File: src/rtl/seq_shift_add_multiplier_if.sv
// Operand/result handshake bundle for the sequential shift-and-add multiplier.
// Latency: none, this is wiring only.
// Backpressure: in_valid/in_ready on the operand side and out_valid/out_ready on the result side.
//
// Ports (as seen by the multiplier through the slave modport):
//   in_valid, signed_mode, A[M-1:0], B[N-1:0]  operand request (in)
//   in_ready                                   operand accept (out)
//   out_valid, C[M+N-1:0]                      product (out)
//   out_ready                                  product accept (in)
interface seq_shift_add_multiplier_if #(
    parameter int M = 8,
    parameter int N = 8
);
    logic             in_valid;
    logic             in_ready;
    logic             signed_mode;
    logic [M-1:0]     A;
    logic [N-1:0]     B;
    logic             out_valid;
    logic             out_ready;
    logic [M+N-1:0]   C;

    // Requester side: drives operands and consumes the product.
    modport master (
        output in_valid, signed_mode, A, B, out_ready,
        input  in_ready, out_valid, C
    );

    // Multiplier side.
    modport slave (
        input  in_valid, signed_mode, A, B, out_ready,
        output in_ready, out_valid, C
    );
endinterface

File: src/rtl/seq_shift_add_multiplier.sv
// Multi-cycle shift-and-add multiplier, one multiplier bit per clock, unsigned or two's complement per operation.
// Latency: accept cycle is 0, product valid from cycle N+1; one product every N+2 cycles at full rate.
// Backpressure: in_ready only in IDLE; product and out_valid are held in DONE until out_ready.
//
// Ports:
//   clk   rising-edge clock
//   rst   synchronous active-high reset, aborts any operation in flight
//   bus   seq_shift_add_multiplier_if slave: in_valid/in_ready/signed_mode/A/B,
//         out_valid/out_ready/C
module seq_shift_add_multiplier #(
    parameter int M = 8,
    parameter int N = 8
) (
    input  logic                         clk,
    input  logic                         rst,
    seq_shift_add_multiplier_if.slave    bus
);
    // One guard bit above the product so the accumulator can never wrap.
    localparam int W  = M + N + 1;
    localparam int KW = (N > 1) ? $clog2(N) : 1;

    typedef enum logic [1:0] {
        IDLE = 2'd0,
        RUN  = 2'd1,
        DONE = 2'd2
    } state_t;

    state_t state_q;
    state_t state_d;

    logic [W-1:0]   acc;
    logic [W-1:0]   mcand;      // |A| shifted left by the current bit index
    logic [N:0]     mplier;     // |B| shifted right; bit 0 is the current multiplier bit
    logic [KW-1:0]  k;
    logic           neg;

    logic           last_step;
    logic [M:0]     a_ext;
    logic [N:0]     b_ext;
    logic [M:0]     mag_a;
    logic [N:0]     mag_b;
    logic [W-1:0]   sum;
    logic           sum_msb_unused;

    // Sign-extend by one bit only in signed mode, then take the magnitude in the
    // wider width so the most negative operand still has a representable magnitude.
    assign a_ext = {bus.signed_mode & bus.A[M-1], bus.A};
    assign b_ext = {bus.signed_mode & bus.B[N-1], bus.B};
    assign mag_a = a_ext[M] ? -a_ext : a_ext;
    assign mag_b = b_ext[N] ? -b_ext : b_ext;

    assign last_step = (k == KW'(N - 1));
    assign sum       = acc + (mplier[0] ? mcand : '0);

    // The magnitude product always fits in M+N bits; the guard bit is never set.
    assign sum_msb_unused = sum[W-1];

    // FSM: state register
    always_ff @(posedge clk) begin
        if (rst) begin
            state_q <= IDLE;
        end else begin
            state_q <= state_d;
        end
    end

    // FSM: next state
    always_comb begin
        state_d = state_q;
        case (state_q)
            IDLE: if (bus.in_valid)  state_d = RUN;
            RUN:  if (last_step)     state_d = DONE;
            DONE: if (bus.out_ready) state_d = IDLE;
            default:                 state_d = IDLE;
        endcase
    end

    // FSM: outputs
    always_comb begin
        bus.in_ready  = (state_q == IDLE);
        bus.out_valid = (state_q == DONE);
    end

    // Datapath
    always_ff @(posedge clk) begin
        if (rst) begin
            acc    <= '0;
            mcand  <= '0;
            mplier <= '0;
            k      <= '0;
            neg    <= 1'b0;
            bus.C  <= '0;
        end else begin
            case (state_q)
                IDLE: begin
                    if (bus.in_valid) begin
                        acc    <= '0;
                        mcand  <= {{(W-M-1){1'b0}}, mag_a};
                        mplier <= mag_b;
                        k      <= '0;
                        neg    <= a_ext[M] ^ b_ext[N];
                    end
                end
                RUN: begin
                    acc    <= sum;
                    mcand  <= mcand << 1;
                    mplier <= mplier >> 1;
                    k      <= k + KW'(1);
                    // Fold the final add straight into C so out_valid follows the last bit.
                    if (last_step) begin
                        bus.C <= neg ? -sum[M+N-1:0] : sum[M+N-1:0];
                    end
                end
                default: ;
            endcase
        end
    end
endmodule
File: src/flat_wrapper.sv
// flat-port wrapper written by rule: the top's interface ports become plain ports
module seq_shift_add_multiplier_flat 
#(
    parameter int M = 8,
    parameter int N = 8
)
  (clk, rst, bus_in_valid, bus_signed_mode, bus_A, bus_B, bus_out_ready, bus_in_ready, bus_out_valid, bus_C);
  seq_shift_add_multiplier_if #(.M(M), .N(N)) bus_i ();
  input  logic clk;
  input  logic rst;
  input wire logic [$bits(bus_i.in_valid)-1:0] bus_in_valid;
  input wire logic [$bits(bus_i.signed_mode)-1:0] bus_signed_mode;
  input wire logic [$bits(bus_i.A)-1:0] bus_A;
  input wire logic [$bits(bus_i.B)-1:0] bus_B;
  input wire logic [$bits(bus_i.out_ready)-1:0] bus_out_ready;
  output wire logic [$bits(bus_i.in_ready)-1:0] bus_in_ready;
  output wire logic [$bits(bus_i.out_valid)-1:0] bus_out_valid;
  output wire logic [$bits(bus_i.C)-1:0] bus_C;
  assign bus_i.in_valid = bus_in_valid;
  assign bus_i.signed_mode = bus_signed_mode;
  assign bus_i.A = bus_A;
  assign bus_i.B = bus_B;
  assign bus_i.out_ready = bus_out_ready;
  assign bus_in_ready = bus_i.in_ready;
  assign bus_out_valid = bus_i.out_valid;
  assign bus_C = bus_i.C;
  seq_shift_add_multiplier #(.M(M), .N(N)) u_core (.clk(clk), .rst(rst), .bus(bus_i));
endmodule
File: config.mk
export PLATFORM = sky130hd
export DESIGN_NAME = seq_shift_add_multiplier_flat
export DESIGN_NICKNAME = d
export VERILOG_FILES = /design/src/rtl/seq_shift_add_multiplier_if.sv /design/src/rtl/seq_shift_add_multiplier.sv /design/src/flat_wrapper.sv
export SDC_FILE = /design/constraint.sdc
export NUM_CORES = 1
export LEC_CHECK = 0
export ABC_AREA = 1
export CAP_MARGIN = 10
export CORE_MARGIN = 2
export CORE_UTILIZATION = 31
export DETAILED_ROUTE_END_ITERATION = 7
export GPL_ROUTABILITY_DRIVEN = 0
export PLACE_DENSITY = 0.58
export SLEW_MARGIN = 20
export SYNTH_ARGS = -nofsm -noshare
export SYNTH_HDL_FRONTEND = slang
export SYNTH_SLANG_ARGS = --single-unit
File: constraint.sdc
create_clock -name clk -period 3.9 [get_ports clk]
set_input_delay 0.975 -clock clk [delete_from_list [all_inputs] [get_ports clk]]
set_output_delay 0.975 -clock clk [all_outputs]
set_load 0.01 [all_outputs]
==> Word level (Yosys, flattened, before mapping) <==
Cells that the tools add are included.
{ "totals": {"regBits": 65, "latch_bits": 0, "mem_bits_rw": 0, "romBits": 0, "out_inout_bits": 18, "wordCells": 43, "memories": 0} }
{ "op_classes": {"add_sub_neg": 5, "mul": 0, "n_div": 0, "order_cmp": 0, "n_eq_ne": 6, "n_shift": 0, "mux": 16, "bitwise": 3, "reduce_logical": 6} }
{ "op_table": {"columns": ["op", "count"], "rows": [
  ["$pmux 17 s2", 2],
  ["$mux 17", 3],
  ["$mux 9", 3],
  ["$neg 9->9", 2],
  ["$pmux 9 s2", 1],
  ["$add 17x17->17", 1],
  ["$mux 16", 1],
  ["$neg 16->16", 1],
  ["$mux 2", 3],
  ["$pmux 2 s3", 1],
  ["$pmux 3 s2", 1],
  ["$reduce_and 2->1", 3],
  ["$ne 2x2->1 const B", 2],
  ["$add 3x1->3 const B", 1],
  ["$eq 3x3->1 const B", 1],
  ["$mux 3", 1],
  ["$reduce_and 3->1", 1],
  ["$and 1x1->1", 2],
  ["$eq 2x1->1 const B", 1],
  ["$eq 2x2->1 const B", 1],
  ["$logic_not 2->1", 1],
  ["$ne 2x1->1 const B", 1],
  ["$reduce_bool 2->1", 1],
  ["$xor 1x1->1", 1]
]} }

==> Depth between registers and ports, before layout <==
Gate-level depths: netlist of run 1.
{ "depth": {"word_depth": 5, "depth_mapped": 22, "ltp_nobuf": 20} }

==> Worst setup path after synthesis of run 1 <==
Ideal clock, no wire load.
{ "synth_path": {"kind": "reg2reg", "from": "register u_core.mplier[0]", "to": "register u_core.bus.C[14]", "setup_ns": 0.109, "arrival_time_ns": 2.637, "setup_slack_ns": 1.154, "path_stages_with_launch": 20, "n_path_buf": 2, "synth_period_minus_slack_ns": 2.746, "cell_sequence": "dfxtp_1 -> clkbuf_1 -> clkbuf_1 -> nand2_1 -> inv_1 -> ha_1 -> fa_1 -> inv_1 -> ha_1 -> inv_1 -> nor2_2 -> nand3_1 -> nor2_2 -> nand3_2 -> nor2_2 -> nand3_1 -> nand3_1 -> nand3_1 -> nand2_1 -> inv_1"} }
{ "synth_between": {"elab_chain_cells": 4} }
{ "synth_lines": {"columns": ["element", "line_no", "source"], "rows": [
  ["start, declared", "seq_shift_add_multiplier.sv:33", "logic [N:0] mplier;"],
  ["start signal, assigned", "seq_shift_add_multiplier.sv:99", "mplier <= mag_b;"],
  ["start signal, assigned", "seq_shift_add_multiplier.sv:107", "mplier <= mplier >> 1;"],
  ["$mux 17 *", "seq_shift_add_multiplier.sv:53", "assign sum = acc + (mplier[0] ? mcand : '0);"],
  ["$add 17x17->17 *", "seq_shift_add_multiplier.sv:53", null],
  ["$neg 16->16", "seq_shift_add_multiplier.sv:111", "bus.C <= neg ? -sum[M+N-1:0] : sum[M+N-1:0];"],
  ["$mux 16 *", "seq_shift_add_multiplier.sv:111", null],
  ["end signal, assigned", "seq_shift_add_multiplier.sv:111", null],
  ["end, declared", "seq_shift_add_multiplier_if.sv:32", "output in_ready, out_valid, C"]
]} }
Every way passes the cells marked *; elsewhere a longest branch is shown, timed or not.
A chain may end at the register's enable or synchronous reset.

==> Worst setup path after layout of run 1 <==
Same ends and word-level chain as after synthesis.

==> results of run 1 <==
==> kinds of logic after synthesis <==
kind of cell / synth area share
XOR/XNOR: 0.0188
adder cells (fa/ha/maj): 0.0643
flip-flops: 0.300
buffers and inverters: 0.101
AO/OA/AOI/OAI: 0.146
AND/OR/NAND/NOR: 0.370
==> state kept, by name, indices dropped and copies added (netlist names) <==
name,cells
u_core.mcand,16
u_core.bus.C,16
u_core.neg,1
u_core.k,3
u_core.state_q,2
u_core.mplier,9
u_core.acc,16
==> power by group through the flow <==
| stage | clock (mW) | sequential (mW) | combinational [mW] |
|---|---|---|---|
| 3_3_place_gp | 0 | 0.691 | 0.173 |
| 2_1_floorplan | 0 | 0.683 | 0.125 |
| 4_1_cts | 0.810 | 0.677 | 0.177 |
| 3_5_place_dp | 0 | 0.691 | 0.176 |
| 6_report | 0.792 | 0.677 | 0.177 |
| 5_1_grt | 0.841 | 0.680 | 0.199 |
==> worst register-to-register path, cell delays in order (launching register included) <==
cell     delay [ns]
dfxtp_1        0.66
nand2_1        0.10
inv_1          0.08
ha_1           0.26
fa_1           0.51
inv_1          0.10
ha_1           0.14
inv_1          0.05
nor2_2         0.09
nand3_1        0.10
nor2_2         0.14
nand3_2        0.11
nor2_2         0.15
nand3_1        0.11
nand3_1        0.09
nand3_1        0.09
nand2_1        0.07
inv_1          0.03
==> area by class of cell <==
class                      count  area (sq um)
clock inverter                 7          73.8
timing repair buffer          44           425
tap                          176           220
fill                        1407          8180
inverter                      91           342
clock buffer                   9           225
sequential                    63          1260
multi-input combinational    483          2520
==> per-layer routing <==
| metal | wire length [microns] | vias to the layer above |
|---|---|---|
| met3 | 425 | 18 |
| met4 | 304 | 0 |
| met2 | 4720 | 94 |
| met5 | 0 | - |
| li1 | - | 2165 |
| met1 | 4950 | 1879 |
==> cells in the final DEF, fill, tap and decap left out, drive strengths merged, types with 9 or more instances in the layout <==
cell and instances:
a31oi 15, a21oi 55, xor2 9, clkbuf 9, clkdlybuf4s50 38, nand2 241
inv 89, ha 20, nor2 43, dfxtp 63, nand3 43, o21ai 22
==> worst paths after layout <==
check / from / end / slack [ns] / depth (start not counted)
setup / recovery: u_core.mplier[0] / u_core.bus.C[14] / 0.95 / 17
hold / removal: u_core.mplier[8] / u_core.mplier[8] / 0.45 / 2
setup reg to reg: u_core.mplier[0] / u_core.bus.C[14] / 0.95 / 17
hold reg to reg: u_core.mplier[8] / u_core.mplier[8] / 0.45 / 2
==> stage by stage <==
stage	hold slack [ns]	area [sq um]	cells
6_report	0.450	5060	873
3_5_place_dp	0.446	4760	857
5_1_grt	0.475	5060	873
3_3_place_gp	0.450	4760	857
2_1_floorplan	0.433	4200	657
4_1_cts	0.455	5060	873
==> flow_metrics.env, run 1 <==
export IMPL_overflow=0
export IMPL_dieWidth_microns=120
export IMPL_syn_area_sq_mm=0.00420
export IMPL_p_seq_frac=0.412
export IMPL_num_antenna_cells=0
export IMPL_vias=4156
export IMPL_ys_top_cells_by_area="dfxtp_1 30%, nand2_1 20%, inv_1 7.3%"
export IMPL_slew_headroom=0.631
export IMPL_finalWirelength_mm=10.4
export IMPL_htree_levels=3
export IMPL_met3_usage=0.0302
export IMPL_antenna_found_initial=0
export IMPL_area_growth_pct=20.5
export IMPL_cts_sinks=63
export IMPL_clock_latency_ns=0.33
export IMPL_synthArstFlopShare=0
export IMPL_yosysUniqueCellTypes=37
export IMPL_tns_ns=0
export IMPL_netlist_instances=657
export IMPL_power_switching_mw=0.424
export IMPL_cts_resized=0
export IMPL_p_per_area_mw_per_mm2=325
export IMPL_ys_warn_count=0
export IMPL_tritoncts="built"
export IMPL_cp_slowest_cell="dfxtp_1"
export IMPL_die_area_sq_mm=0.0145
export IMPL_port_buffers=38
export IMPL_crit_type="reg -> reg"
export IMPL_fin_skew_ns=0.00955
export IMPL_yosysSeqAreaShare=0.300
export IMPL_end_kind="register"
export IMPL_hold_path_class="reg -> reg"
export IMPL_p_sw_frac=0.258
export IMPL_drt_vias_per_instance=4.76
export IMPL_ir_drop_mv=0.171
export IMPL_hold_buffers=0
export IMPL_dp_slack_ns=0.963
export IMPL_post_cts_buffers=0
export IMPL_avgSynthCellArea_sq_um=6.40
export IMPL_post_route_util=0.382
export IMPL_synth_ff_type="dfxtp_1"
export IMPL_worst_path_max_fanout=17
export IMPL_combPwrFrac=0.107
export IMPL_cp_arrival_ns=3.18
export IMPL_crit_buf_inv=4
export IMPL_synth_top_cell_area_share=0.300
export IMPL_outcome="finished, final reports clean"
export IMPL_die_height_microns=120
export IMPL_cp_start_kind="register"
export IMPL_hold_violations=0
export IMPL_period_needed_ns=2.95
export IMPL_clk_pin_slew_ns=0.06
export IMPL_timing_final_crit_share=0.757
export IMPL_grt_busiest_layer="met2"
export IMPL_crit_chain="nand2_1 > inv_1 > ha_1 > fa_1 > inv_1 > ha_1 > inv_1 > nor2_2 > nand3_1 > nor2_2 > nand3_2 > nor2_2 > nand3_1 > nand3_1 > nand3_1 > nand2_1 > inv_1"
export IMPL_grt_pass1_vias=3939
export IMPL_fin_nets=734
export IMPL_dp_hpwl_mm=7.96
export IMPL_clockPowerShare=0.481
export IMPL_synth_largest_area_cell="dfxtp_1"
export IMPL_root_buffer="clkbuf_16"
export IMPL_path_delay_family="simple AND/OR/NAND/NOR gates"
export IMPL_grt_usage=0.151
export IMPL_clockBufferDepth=2
export IMPL_rsz0062_at_grt="false"
export IMPL_synth_edff_count=0
export IMPL_wl_per_cell_microns=11.9
export IMPL_grt_max_degree=44
export IMPL_synth_most_common_cell="nand2_1"
export IMPL_initial_utilization=0.317
export IMPL_crit_required_ns=4.13
export IMPL_synth_commonest_cells="219 x nand2_1, 82 x inv_1, 63 x dfxtp_1"
export IMPL_finalPower_mw=1.65
export IMPL_grtUsageMet2=0.240
export IMPL_io_pins=39
export IMPL_drcViolationCount=0
export IMPL_drv_slew=0
export IMPL_rows=42
export IMPL_synth_fp_nets=699
export IMPL_ant_nets=0
export IMPL_p_int_mw=1.22
export IMPL_p_leak_nw=2.38
export IMPL_tightest_slew_ns=0.552
export IMPL_initialDrtViolationCount=204
export IMPL_cpPeakStageDelay_ns=0.66
export IMPL_drive_above_1_share=0.106
export IMPL_coreArea_sq_mm=0.0132
export IMPL_numCtsBuffers=9
export IMPL_synth_seq_cells=63
export IMPL_max_freq_mhz=339
export IMPL_fin_ws_ns=0.948
export IMPL_grt_pass1_wl_mm=17.9
export IMPL_setup_viol=0
export IMPL_firstDrtPassIters=7
export IMPL_max_cap_violations=0
export IMPL_use_met1=0.195
No activity file was read; power rests on OpenSTA's default activity.
==> run 2, diff against run 1 <==
Settings changed: PLACE_DENSITY 0.58 to 0.6.
Clock period 3.9 ns to 2.4 ns, I/O delays scaled along.
==> run 2 against run 1 <==
Setup slack lost 0.85 ns. Clock power grew 53%. Sequential share of layout area shrank 2.0 points. Sequential power grew 61%. Die area is the same. Largest cell class unchanged.
==> flow_metrics.env, run 2 (same netlist as run 1, synthesis figures left out) <==
export IMPL_outcome="finished, final reports clean"
export IMPL_ant_nets=0
export IMPL_r2r_slack_ns=0.10
export IMPL_dp_hpwl_mm=7.60
export IMPL_firstDrtPassIters=5
export IMPL_tightest_slew_ns=0.502
export IMPL_drive_above_1_share=0.207
export IMPL_vias=4148
export IMPL_max_cap_violations=0
export IMPL_finalPower_mw=2.63
export IMPL_crit_type="reg -> reg"
export IMPL_fill_cells=1407
export IMPL_cp_arrival_ns=2.53
export IMPL_setup_viol=0
export IMPL_hold_path_class="reg -> reg"
export IMPL_fin_ws_ns=0.101
export IMPL_dp_slack_ns=0.0382
export IMPL_area_growth_pct=31.6
export IMPL_fin_skew_ns=0.0118
export IMPL_max_freq_mhz=435
export IMPL_fin_nets=756
export IMPL_initialDrtViolationCount=210
export IMPL_io_pins=39
export IMPL_place_area_sq_mm=0.00491
export IMPL_grt_pass1_wl_mm=17.9
export IMPL_dieWidth_microns=120
export IMPL_rows=42
export IMPL_cp_num_cells=17
export IMPL_crit_chain="nand2_2 > inv_2 > ha_4 > fa_2 > inv_2 > ha_1 > inv_1 > nor2_2 > nand3_2 > nor2_4 > nand3_2 > nor2_2 > nand3_1 > nand3_1 > nand3_1 > nand2_1 > inv_1"
export IMPL_grt_pass1_vias=3954
export IMPL_antenna_found_initial=0
export IMPL_timing_final_crit_share=0.958
export IMPL_die_area_sq_mm=0.0145
export IMPL_final_cell_area_sq_mm=0.00553
export IMPL_worstReg2RegStart="u_core.mplier[0]"
export IMPL_drv_slew=0
export IMPL_htree_levels=3
export IMPL_grt_usage=0.151
export IMPL_cts_sinks=63
export IMPL_numCtsBuffers=9
export IMPL_reg2reg_depth=17
export IMPL_clk_pin_slew_ns=0.06
export IMPL_end_kind="register"
export IMPL_cp_start_kind="register"
export IMPL_tritoncts="built"
export IMPL_cp_slowest_cell="fa_2"
export IMPL_hold_violations=0
export IMPL_whs_path_depth=2
export IMPL_period_needed_ns=2.30
export IMPL_mostFrequentLayoutCells="200 x nand2_1, 80 x inv_1, 61 x dfxtp_1"
export IMPL_path_delay_family="simple AND/OR/NAND/NOR gates"
export IMPL_drcViolationCount=0
export IMPL_coreArea_sq_mm=0.0132
export IMPL_die_height_microns=120
export IMPL_slew_headroom=0.666
export IMPL_finalWirelength_mm=10.5
export IMPL_overflow=0
export IMPL_clock_latency_ns=0.34
export IMPL_wl_per_cell_microns=11.7
export IMPL_p_leak_nw=2.51
export IMPL_drt_vias_per_instance=4.63
export IMPL_cpPeakStageDelay_ns=0.46
export IMPL_crit_required_ns=2.63
export IMPL_p_per_area_mw_per_mm2=475
export IMPL_r2r_end="u_core.bus.C[14]"
export IMPL_port_buffers=38
export IMPL_root_buffer="clkbuf_16"
export IMPL_rsz0062_at_grt="true"
export IMPL_worst_path_max_fanout=5
export IMPL_crit_top_cell="nand3_1"
export IMPL_hp_start="u_core.k[1]"
export IMPL_num_antenna_cells=0
export IMPL_grt_max_degree=48
export IMPL_final_common_cell="nand2_1"
export IMPL_min_to="u_core.k[1]"
export IMPL_largest_registers="u_core.acc x16, u_core.bus.C x16, u_core.mcand x16"
export IMPL_clockBufferDepth=2
export IMPL_tns_ns=0
export IMPL_initial_utilization=0.317
export IMPL_ir_drop_mv=0.379
export IMPL_crit_buf_inv=4
## run 2: what timing repair did
action | CTS | global route
cloned | 0 | 1
setup buffers | 0 | 5
pin swaps | 0 | 15
hold buffers | 0 | 0
setup endpoints to repair | 1 | 12
resized for setup | 4 | 57
## run 2: stage by stage
stage / std cells / util / hold slack, ns
finish: 895 / 0.417 / 0.465
global route: 895 / 0.417 / 0.486
CTS: 889 / 0.394 / 0.465
detailed placement: 873 / 0.371 / 0.457
global placement: 873 / 0.371 / 0.452
floorplan: 657 / - / 0.433
## run 2: layout make-up
class,instances,area [sq um],share of cell area
multi-input combinational,483,2820,0.511
timing repair buffer,66,594,0.108
tap,176,220,0.0398
sequential,63,1270,0.229
clock inverter,7,57.6,0.0104
inverter,91,342,0.0618
clock buffer,9,225,0.0407
## run 2: tightest hold or removal path, cell delays in order, from the launching register on
cell and delay, ns:
dfxtp_1 0.31, nand2_1 0.06, a21oi_1 0.05
## run 2: worst max-delay path by stage
| stage | startpoint | end | slack [ns] |
|---|---|---|---|
| after detailed placement | u_core.mplier[0] | u_core.bus.C[15] | 0.04 |
| after global placement | u_core.mplier[0] | u_core.bus.C[15] | 0.03 |
| final | u_core.mplier[0] | u_core.bus.C[14] | 0.10 |
| after CTS | u_core.mplier[0] | u_core.bus.C[15] | 0.05 |
| after floorplan | u_core.mplier[0] | u_core.bus.C[15] | -0.008 |
| after global routing | u_core.mplier[0] | u_core.bus.C[15] | -0.08 |
## run 2: layer usage
metal | vias to the layer above | part of all wire | global-route usage
met5 | - | 0 | 0
li1 | 2219 | - | -
met3 | 14 | 0.027 | 0.0325
met1 | 1856 | 0.48 | 0.190
met2 | 59 | 0.48 | 0.252
met4 | 0 | 0.016 | 0.0552
## run 2: power by group
group / internal (mW) / total (mW) / switching [mW]
clock network: 0.706 / 1.21 / 0.505
logic: 0.130 / 0.324 / 0.193
registers: 1.07 / 1.09 / 0.0194
total: 1.91 / 2.63 / 0.717
